[config.mk]
export PLATFORM = sky130hd
export DESIGN_NAME = pwm_multi_ctrl
export DESIGN_NICKNAME = d
export VERILOG_FILES = /design/src/rtl/pwm_pkg.sv /design/src/rtl/pwm_timebase.sv /design/src/rtl/pwm_multi_ctrl.sv
export SDC_FILE = /design/constraint.sdc
export NUM_CORES = 1
export LEC_CHECK = 0
export ABC_CLOCK_PERIOD_IN_PS = 6700
export CAP_MARGIN = 10
export CORE_ASPECT_RATIO = 1.25
export CORE_UTILIZATION = 66
export DETAILED_ROUTE_END_ITERATION = 6
export MAX_ROUTING_LAYER = met4
export PLACE_DENSITY = 0.86
export SYNTH_ARGS = -nofsm -noshare
export SYNTH_HDL_FRONTEND = slang
export SYNTH_SLANG_ARGS = --single-unit
export TNS_END_PERCENT = 30
[constraint.sdc]
create_clock -name clk -period 6.7 [get_ports clk]
set_input_delay 1.005 -clock clk [delete_from_list [all_inputs] [get_ports clk]]
set_output_delay 1.005 -clock clk [all_outputs]
set_load 0.01 [all_outputs]
[src/rtl/pwm_pkg.sv]
// Shared definitions for the multi-channel PWM block: register map, reset defaults,
// and an elaboration-time helper for sizing the register address bus.
package pwm_pkg;

  localparam int PERIOD_RST_DEF = 999999;

  function automatic int addr_period(input int num_ch);
    return num_ch;
  endfunction

  function automatic int addr_presc(input int num_ch);
    return num_ch + 1;
  endfunction

  function automatic int clog2_int(input int value);
    int r;
    r = 0;
    for (int i = 0; i < 31; i++) begin
      if ((1 << i) < value) r = i + 1;
    end
    return r;
  endfunction

endpackage

[src/rtl/pwm_timebase.sv]
// Shared PWM timebase: prescaler tick, period counter and frame-wrap detection.
// wrap is combinational in the boundary cycle, period_end follows one clk later; never stalls.
module pwm_timebase #(
  parameter int CNT_W   = 20,
  parameter int PRESC_W = 8
) (
  input  logic               clk,
  input  logic               reset_n,
  input  logic               enable,
  input  logic [CNT_W-1:0]   period_act,
  input  logic [PRESC_W-1:0] prescale_act,
  output logic [CNT_W-1:0]   cnt,
  output logic               wrap,
  output logic               period_end
);

  logic [PRESC_W-1:0] pre_cnt;
  logic               tick;

  // Active values only change at a wrap or while disabled, when pre_cnt and cnt
  // restart from zero, so an equality compare never gets overrun.
  assign tick = enable && (pre_cnt == prescale_act);
  assign wrap = tick && (cnt == period_act);

  always_ff @(posedge clk) begin
    if (!reset_n || !enable) begin
      pre_cnt    <= '0;
      cnt        <= '0;
      period_end <= 1'b0;
    end else begin
      period_end <= wrap;
      if (tick) begin
        pre_cnt <= '0;
        cnt     <= wrap ? '0 : cnt + 1'b1;
      end else begin
        pre_cnt <= pre_cnt + 1'b1;
      end
    end
  end

endmodule

[src/rtl/pwm_multi_ctrl.sv]
// Multi-channel PWM with shared prescaled timebase and double-buffered duty/period/prescale.
// pwm_out lags cnt by one clk; register writes are accepted every cycle with no backpressure.
module pwm_multi_ctrl
  import pwm_pkg::*;
#(
  parameter int NUM_CH     = 8,
  parameter int CNT_W      = 20,
  parameter int PRESC_W    = 8,
  parameter int PERIOD_RST = PERIOD_RST_DEF,
  parameter int ADDR_W     = 5
) (
  input  logic              clk,
  input  logic              reset_n,
  input  logic              enable,
  input  logic [NUM_CH-1:0] polarity,
  input  logic              wr_en,
  input  logic [ADDR_W-1:0] wr_addr,
  input  logic [CNT_W-1:0]  wr_data,
  output logic [NUM_CH-1:0] pwm_out,
  output logic              period_end,
  output logic [CNT_W-1:0]  cnt_out
);

  localparam logic [ADDR_W-1:0] A_PERIOD = ADDR_W'(addr_period(NUM_CH));
  localparam logic [ADDR_W-1:0] A_PRESC  = ADDR_W'(addr_presc(NUM_CH));

  if (ADDR_W < clog2_int(NUM_CH + 2) || NUM_CH < 1 || NUM_CH > 16) begin : g_param_check
    $error("pwm_multi_ctrl: NUM_CH out of range or ADDR_W too narrow for the register map");
  end

  logic [CNT_W-1:0]   period_sh, period_act, cnt;
  logic [PRESC_W-1:0] presc_sh, presc_act;
  logic               wrap, load_act;
  logic [NUM_CH-1:0]  raw;

  // While disabled the active copies follow the shadows so setup writes apply at once.
  assign load_act = wrap || !enable;

  always_ff @(posedge clk) begin
    if (!reset_n) begin
      period_sh  <= CNT_W'(PERIOD_RST);
      period_act <= CNT_W'(PERIOD_RST);
      presc_sh   <= '0;
      presc_act  <= '0;
    end else begin
      if (wr_en && wr_addr == A_PERIOD) period_sh <= wr_data;
      if (wr_en && wr_addr == A_PRESC)  presc_sh  <= wr_data[PRESC_W-1:0];
      if (load_act) begin
        period_act <= period_sh;
        presc_act  <= presc_sh;
      end
    end
  end

  for (genvar i = 0; i < NUM_CH; i++) begin : g_ch
    logic [CNT_W-1:0] duty_sh, duty_act;

    always_ff @(posedge clk) begin
      if (!reset_n) begin
        duty_sh  <= '0;
        duty_act <= '0;
      end else begin
        if (wr_en && wr_addr == ADDR_W'(i)) duty_sh <= wr_data;
        if (load_act) duty_act <= duty_sh;
      end
    end

    assign raw[i] = (cnt < duty_act);
  end

  pwm_timebase #(
    .CNT_W   (CNT_W),
    .PRESC_W (PRESC_W)
  ) u_timebase (
    .clk          (clk),
    .reset_n      (reset_n),
    .enable       (enable),
    .period_act   (period_act),
    .prescale_act (presc_act),
    .cnt          (cnt),
    .wrap         (wrap),
    .period_end   (period_end)
  );

  always_ff @(posedge clk) begin
    if (!reset_n) begin
      pwm_out <= polarity;
    end else begin
      pwm_out <= enable ? (raw ^ polarity) : polarity;
    end
  end

  assign cnt_out = cnt;

endmodule

==> metrics.csv, run 1 <==
metric;value;unit
status;complete, no violations;
wl_met2;23900;um
coreArea;28600;um2
cts_hold_buf;0;
grt_pass1_vias;15500;
drtAntennaViolNets;0;
top_layer_used;met4;
drv_slew;0;
cp-startpoint;enable;
dr.pass1.iters;6;
slew_headroom;0.180;
grt.overflow.total;0;
tritoncts;done;
yosysTopAreaCell;dfxtp_1;
synthArstFlopShare;0;
ys.flop_type;dfxtp_1;
slowest_delay;770;ps
first_iter_violations;1510;
vias;16800;
grt_usage;0.360;
viasPerCell;6.05;
clockBufferDepth;3;
synth_top_area_share;0.428;
synthMostInstantiatedCell;nand2_1;
crit_arrival;4060;ps
fin_crit_sh;0.552;
leakagePower;7.71;nW
antenna_found_initial;0;
wl_met3;4610;um
fin_setup_tns;0;ps
crit_type;input port to flop;
cp_top_family;buffers and inverters;
cp_slowest_cell;buf_12;
yosysSeqAreaShare;0.428;
final_util;0.741;
ys_types;43;
initial_core_util;0.675;
clock-sinks;413;
die_x;155;um
tightest_slew;1220;ps
gp_congestion;0.873;
rsz0062_at_grt;false;
cp.required;7060;ps
finalSetupViolCount;0;
syn_inst;2388;
regToRegSetupSlack;3040;ps
worst-path-buf-inv;2;
m1WireLength;19800;um
row_count;69;
dp_hpwl;30500;um
routedWlPerCell;18.8;um
post_cts_resize_count;0;
r2r_end;g_ch[1].duty_act[6];
hold_viol;0;
synthTopCellsByArea;dfxtp_1, nand2_1, ha_1;
rr_worst_depth;6;
fmax;271;MHz
grt_pass1_wl;80600;um
ir_drop;0.190;mV
crit_path_cell_trace;clkdlybuf4s50_1 > and4_1 > nand3_1 > o31ai_4 > buf_12 > o21ai_0;
root_buffer;clkbuf_16;
path_depth;6;
powerDensity;233;nW/um2
ys_seq_elements;413;
antennaDiodeCount;0;
layout-drive-gt1-share;0.0386;
start_kind;input port;
wirelength;52100;um
min_path_type;flop to flop;
nets;2547;
die_area;29900;um2
fin_worst_skew;16.2;ps
dpl.cell_count;2703;
setup.worst_path.end_class;flop;
syn2layout_area_growth;9.65;%
crit_fanout;290;
cts_inserted_buffers;40;
synth-edff-count;0;
rr_startpoint;u_timebase.cnt[18];
fin_crit;3700;ps
grt_max_degree;291;
endpoint;g_ch[1].duty_act[6];
syn-cell-area;19300;um2
cts_setup_buffers;0;
die_y;193;um
route.detailed.drc;0;
clk_pin_slew;60;ps
synth_nets;2579;
drv_cap;0;
clock_latency;550;ps
io_buffer_count;65;
ioPinCount;66;
htree_levels;2;
final_cells;2771;
ys_warn_count;0;
syn_avg_cell_area;8.08;um2
ys_top_cells_by_count;nand2_1, dfxtp_1, nand3_1;
==> placed cells by master, fill, tap and decap left out, types with 41 or more instances in the layout <==
cell type	count
a21oi_1	50
o21ai_1	106
nand3_1	249
o21ai_0	72
nand2_1	592
a21boi_0	168
inv_1	155
ha_1	154
clkdlybuf4s50_1	64
dfxtp_1	413
clkbuf_16	41
==> metal layers <==
metal / GRT usage / vias to the layer above
met4: 0.249 / 0
met5: - / -
met2: 0.584 / 766
met3: 0.0530 / 240
li1: - / 7915
met1: 0.415 / 7839
==> stage by stage <==
step	setup WS, ps	hold slack [ps]	power, mW	cell area, um2
2_1_floorplan	4300	428	2.70	19300
3_3_place_gp	2760	436	2.77	19900
3_5_place_dp	2630	440	2.78	19900
4_1_cts	3170	449	4.94	21200
5_1_grt	2740	461	5.07	21200
6_report	3000	447	4.93	21200
==> cell families after synthesis <==
group	Yosys count	share of synthesized area
buffers and inverters	319	0.0698
DFF	413	0.428
xor gates and xnor gates	58	0.0263
and+or+nand+nor	979	0.221
adders and majority gates	154	0.0998
AOI/OAI and AO/OA	456	0.150
muxes	9	0.00473
==> sequential cells by signal, summed over array words and instances, names as in the netlist <==
signal	cells
g_ch.duty_act	160
g_ch.duty_sh	160
period_act	20
period_sh	20
u_timebase.cnt	20
presc_act	8
presc_sh	8
pwm_out	8
u_timebase.pre_cnt	8
u_timebase.period_end	1
==> power by group <==
group	leakage (nW)	switching, mW	internal (mW)
logic	3.75	0.177	0.0706
clock network	0.623	0.929	1.27
registers	3.33	0.0104	2.48
==> worst reg2reg max path: cells and delay by family, from the launching register on <==
kind	cells	cell delay [ps]
flip-flops	1	970
buffers and inverters	1	770
XOR/XNOR	1	240
AO/OA/AOI/OAI	2	880
AND/OR/NAND/NOR	2	620
==> cell type report <==
type	instances	area [um2]
clock inverter	7	73.8
clock buffer	60	1200
sequential	413	8270
timing repair buffer	90	868
fill	2054	7410
tap	390	488
multi-input combinational	1656	9680
inverter	155	582
==> worst min-delay path by stage <==
stage	depth (start not counted)	end	startpoint
finish	2	g_ch[7].duty_act[1]	g_ch[7].duty_act[1]
global route	2	g_ch[6].duty_act[15]	g_ch[6].duty_act[15]
CTS	2	g_ch[5].duty_act[12]	g_ch[5].duty_act[12]
detailed placement	2	g_ch[7].duty_act[1]	g_ch[7].duty_act[1]
global placement	2	g_ch[7].duty_act[1]	g_ch[7].duty_act[1]
floorplan	2	g_ch[0].duty_act[15]	g_ch[0].duty_act[15]
(Power assumes the default switching activity.)
==> inputs of run 2 (changes only) <==
--- a/config.mk
+++ b/config.mk
@@ -5,13 +5,13 @@
 export SDC_FILE = /design/constraint.sdc
 export NUM_CORES = 1
 export LEC_CHECK = 0
-export ABC_CLOCK_PERIOD_IN_PS = 6700
+export ABC_CLOCK_PERIOD_IN_PS = 3650
 export CAP_MARGIN = 10
 export CORE_ASPECT_RATIO = 1.25
-export CORE_UTILIZATION = 66
+export CORE_UTILIZATION = 62
 export DETAILED_ROUTE_END_ITERATION = 6
 export MAX_ROUTING_LAYER = met4
-export PLACE_DENSITY = 0.86
+export PLACE_DENSITY = 0.82
 export SYNTH_ARGS = -nofsm -noshare
 export SYNTH_HDL_FRONTEND = slang
 export SYNTH_SLANG_ARGS = --single-unit
==> constraint.sdc (replaced) <==
create_clock -name clk -period 3.65 [get_ports clk]
set_input_delay 0.5475 -clock clk [delete_from_list [all_inputs] [get_ports clk]]
set_output_delay 0.5475 -clock clk [all_outputs]
set_load 0.01 [all_outputs]
==> run 2 against run 1 <==
  * Setup slack worse by 2400 ps
  * Wire length is 0.36% lower
  * Design area is 1.2% higher
  * First-iteration DRC count is 0.46% higher
  * Critical path type is now flop to flop
  * Critical endpoint is now g_ch[6].duty_act[0]
  * Largest power group unchanged
==> metrics.csv, run 2 (synthesis results as in run 1) <==
metric;value;unit
status;complete, no violations;
antennaDiodeCount;0;
wl_met2;25200;um
row_count;71;
grt_usage;0.337;
wirelength;51900;um
dp_slack;706;ps
tightest_slew;1060;ps
cp_top_family;flip-flops;
grt_max_degree;224;
route.detailed.drc;0;
crit_path_cell_trace;xor2_1 > nor4_1 > nand3_2 > o31ai_4 > buf_12 > nand3_1 > o21ai_1;
ir_drop;0.270;mV
wl_met3;3570;um
clk_pin_slew;60;ps
final_cell_mix;nand2_1, dfxtp_1, nand3_1;
m1WireLength;20000;um
viasPerCell;5.89;
crit_fanout;118;
final_util;0.705;
slowest_delay;910;ps
htree_levels;2;
ioPinCount;66;
top_layer_used;met4;
powerDensity;427;nW/um2
cts_setup_buffers;0;
antenna_found_initial;0;
gp_congestion;0.893;
tritoncts;done;
min_path_type;input port to flop;
die_y;199;um
fin_crit_sh;0.838;
dp_hpwl;32700;um
fin_crit;3060;ps
dpl.cell_count;2744;
crit_arrival;3530;ps
drv_slew;0;
layout_commonest_cell;nand2_1;
setup.worst_path.end_class;flop;
start_kind;flop;
drv_cap;0;
final_cells;2812;
post_cts_resize_count;0;
fin_worst_skew;20.6;ps
initial_core_util;0.635;
syn2layout_area_growth;11.0;%
dr.pass1.iters;6;
first_iter_violations;1517;
worst-path-buf-inv;1;
nets;2576;
grt_pass1_wl;81100;um
fin_setup_tns;0;ps
hold_viol;0;
layout-drive-gt1-share;0.0481;
clock_latency;550;ps
grt_pass1_vias;15500;
die_area;31800;um2
leakagePower;7.86;nW
reg_top3;g_ch.duty_act (160), g_ch.duty_sh (160);
vias;16600;
clock-sinks;413;
die_x;160;um
clockBufferDepth;3;
routedWlPerCell;18.5;um
coreArea;30400;um2
grt.overflow.total;0;
slew_headroom;0.293;
cts_hold_buf;0;
io_buffer_count;65;
finalSetupViolCount;0;
root_buffer;clkbuf_16;
fmax;327;MHz
cp_slowest_cell;dfxtp_1;
cp.required;4120;ps
drtAntennaViolNets;0;
rsz0062_at_grt;false;
cts_inserted_buffers;40;
worst_slack;591;ps
crit_type;flop to flop;
==> run 2: final cells by class <==
class                      instances  area [um2]
inverter                         155         582
multi-input combinational       1656        9680
timing repair buffer             119        1110
clock buffer                      62        1160
fill                            2353        8960
sequential                       413        8270
clock inverter                     6         113
tap                              401         502
==> run 2: metal layers <==
metal,global-route usage,up-vias
li1,-,7983
met1,0.377,7776
met2,0.577,628
met3,0.0461,187
met4,0.196,0
met5,-,-
==> run 2: final timing paths <==
check,slack (ps),depth (start not counted),to,from
setup / recovery,590,7,g_ch[6].duty_act[0],u_timebase.cnt[5]
setup reg to reg,590,7,g_ch[6].duty_act[0],u_timebase.cnt[5]
hold reg to reg,440,2,g_ch[5].duty_act[12],g_ch[5].duty_sh[12]
hold / removal,360,2,period_act[19],reset_n
==> run 2: per-stage QoR <==
stage / instance area [um2] / hold WS, ps / power, mW
floorplan: 19300 / 428 / 4.95
global placement: 20100 / 436 / 5.11
detailed placement: 20100 / 441 / 5.12
CTS: 21400 / 364 / 9.16
global route: 21400 / 385 / 9.37
finish: 21400 / 357 / 9.14
==> run 2: power by group <==
part | total (mW) | switching, mW | internal (mW)
Sequential | 4.56 | 0.0205 | 4.54
Clock | 4.12 | 1.71 | 2.40
Combinational | 0.464 | 0.322 | 0.142
==> run 2: worst reg2reg max path, stage by stage, from the launching register on <==
cell and delay [ps]:
dfxtp_1 910, xor2_1 150, nor4_1 440, nand3_2 220, o31ai_4 440, buf_12 410, nand3_1 280, o21ai_1 140
==> inputs of run 3 (changes only) <==
--- a/config.mk
+++ b/config.mk
@@ -5,13 +5,13 @@
 export SDC_FILE = /design/constraint.sdc
 export NUM_CORES = 1
 export LEC_CHECK = 0
-export ABC_CLOCK_PERIOD_IN_PS = 3650
+export ABC_CLOCK_PERIOD_IN_PS = 2800
 export CAP_MARGIN = 10
 export CORE_ASPECT_RATIO = 1.25
-export CORE_UTILIZATION = 62
+export CORE_UTILIZATION = 56
 export DETAILED_ROUTE_END_ITERATION = 6
 export MAX_ROUTING_LAYER = met4
-export PLACE_DENSITY = 0.82
+export PLACE_DENSITY = 0.78
 export SYNTH_ARGS = -nofsm -noshare
 export SYNTH_HDL_FRONTEND = slang
 export SYNTH_SLANG_ARGS = --single-unit
==> constraint.sdc (replaced) <==
create_clock -name clk -period 2.8 [get_ports clk]
set_input_delay 0.42 -clock clk [delete_from_list [all_inputs] [get_ports clk]]
set_output_delay 0.42 -clock clk [all_outputs]
set_load 0.01 [all_outputs]
==> run 3 against run 2 <==
  * The flow now finishes with violations (negative setup slack)
  * Combinational power grew 42%
  * Clock power is 38% higher
  * First-iteration DRC count rose by 9.8%
  * Non-clock buffer count grew 52
  * Sequential share of layout area fell by 1.1 points
  * Critical path type unchanged
  * Critical endpoint is now pwm_out[0]
  * Largest power group unchanged
==> metrics.csv, run 3 (synthesis results as in run 1) <==
metric;value;unit
status;complete, but fails checks;
violations;negative setup slack;
cp_top_family;compound AO/OA/AOI/OAI gates;
rr_startpoint;u_timebase.cnt[13];
p_int;9.45;mW
finalSetupViolCount;1;
clk_pin_slew;60;ps
tightest_slew;1080;ps
fill_cells;2737;
crit_path_cell_trace;buf_4 > buf_4 > ha_1 > a21o_1 > nand3_1 > a21oi_1 > a2111oi_1 > o31ai_1 > xnor2_1;
design_area;22100;um2
drv_slew;0;
fin_worst_skew;18.9;ps
wirelength;54300;um
final_cell_mix;nand2_1, dfxtp_1, nand3_1;
cts_setup_buffers;0;
worst-path-buf-inv;2;
rr_worst_depth;9;
regToRegSetupSlack;-6;ps
fin_crit;2810;ps
route.detailed.drc;0;
swShare;0.231;
worst_slack;-6.24;ps
reg_top3;g_ch.duty_act (160), g_ch.duty_sh (160);
die_x;168;um
clock-sinks;413;
htree_levels;2;
hold_viol;0;
grt_pass1_vias;15900;
antenna_found_initial;0;
clock_power_share;0.463;
nets;2630;
clockBufferDepth;3;
placed_area;20700;um2
crit_arrival;3240;ps
syn2layout_area_growth;14.3;%
fin_crit_sh;1.00;
pwr-share-seq;0.484;
drv_cap;0;
tritoncts;done;
ioPinCount;66;
layout_commonest_cell;nand2_1;
dp_slack;-310;ps
crit_fanout;6;
cts_inserted_buffers;42;
min_path_cells;2;
crit_top_cell;buf_4;
dr.pass1.iters;6;
grt_max_degree;275;
p_switching;2.84;mW
slew_headroom;0.280;
die_area;35200;um2
p_comb_frac;0.053;
gp_congestion;0.918;
drtAntennaViolNets;0;
grt_pass1_wl;84700;um
io_buffer_count;65;
ir_drop;0.391;mV
root_buffer;clkbuf_16;
coreArea;33800;um2
setup.worst_path.end_class;flop;
cts_hold_buf;0;
antennaDiodeCount;0;
first_iter_violations;1666;
r2r_end;pwm_out[0];
leakagePower;8.22;nW
seq_area;8270;um2
die_y;210;um
viasPerCell;5.81;
fmax;356;MHz
powerDensity;557;nW/um2
min_path_type;input port to flop;
grt.overflow.total;0;
endpoint;pwm_out[0];
clock_latency;560;ps
crit_type;flop to flop;
multiInputGateArea;9690;um2
slowest_delay;720;ps
rsz0062_at_grt;false;
dp_hpwl;36000;um
cp_slowest_cell;a2111oi_1;
vias;16800;
grt_usage;0.319;
path_depth;9;
cp-startpoint;u_timebase.cnt[13];
cp.required;3230;ps
layout-drive-gt1-share;0.0737;
routedWlPerCell;18.8;um
initial_core_util;0.571;
row_count;75;
start_kind;flop;
-- run 3: cell types whose count changed in the layout (fill, tap and decap cells not counted), moves of 2 or more --
| cell | before | now |
|---|---|---|
| clkinv_4 | 0 | 2 |
| clkbuf_1 | 15 | 9 |
| clkinv_2 | 1 | 7 |
| clkinvlp_4 | 0 | 3 |
| a2111oi_0 | 19 | 17 |
| buf_12 | 4 | 12 |
| buf_4 | 50 | 93 |
| a2111oi_1 | 0 | 2 |
| clkbuf_16 | 41 | 45 |
-- run 3: routing by layer --
layer,part of all wire,wire (um),global-route usage
met1,0.40,22000,0.380
met4,0.055,2980,0.175
met2,0.47,25500,0.517
met3,0.070,3810,0.0513
met5,0,0,-
-- run 3: final cells by class --
type                    instances  share of cell area
multi-input cells            1656               0.439
flip-flops and latches        413               0.375
repair buffers                171              0.0725
clock buffers                  61              0.0569
inverters                     155              0.0264
well taps                     423              0.0240
clock inverters                15             0.00652
-- run 3: power by group through the flow --
stage	clock [mW]	combinational, mW	sequential [mW]
floorplan	0	0.373	6.08
global placement	0	0.630	6.08
detailed placement	0	0.641	6.08
CTS	5.74	0.645	5.95
global route	5.97	0.694	5.95
finish	5.69	0.657	5.95
-- run 3: how the worst min path moves through the flow --
stage,end,start
floorplan,g_ch[0].duty_act[15],g_ch[0].duty_act[15]
global placement,g_ch[4].duty_act[13],g_ch[4].duty_act[13]
detailed placement,g_ch[1].duty_act[14],g_ch[1].duty_act[14]
CTS,period_sh[14],reset_n
global route,period_sh[14],reset_n
finish,period_sh[14],reset_n
-- run 3: what timing repair did --
action	in CTS	in global routing
hold endpoints to repair	0	0
setup endpoints to repair	2	0
gates resized for setup	2	0
-- run 3: metrics by stage --
step / cells / setup TNS (ps) / hold WS (ps) / util / power [mW]
after floorplan: 2388 / 0 / 428 / - / 6.45
after global placement: 2817 / -1440 / 436 / 0.611 / 6.71
after detailed placement: 2818 / -698 / 440 / 0.612 / 6.72
after CTS: 2894 / 0 / 144 / 0.653 / 12.3
after global routing: 2894 / 0 / 170 / 0.653 / 12.6
final: 2894 / -6.24 / 161 / 0.653 / 12.3
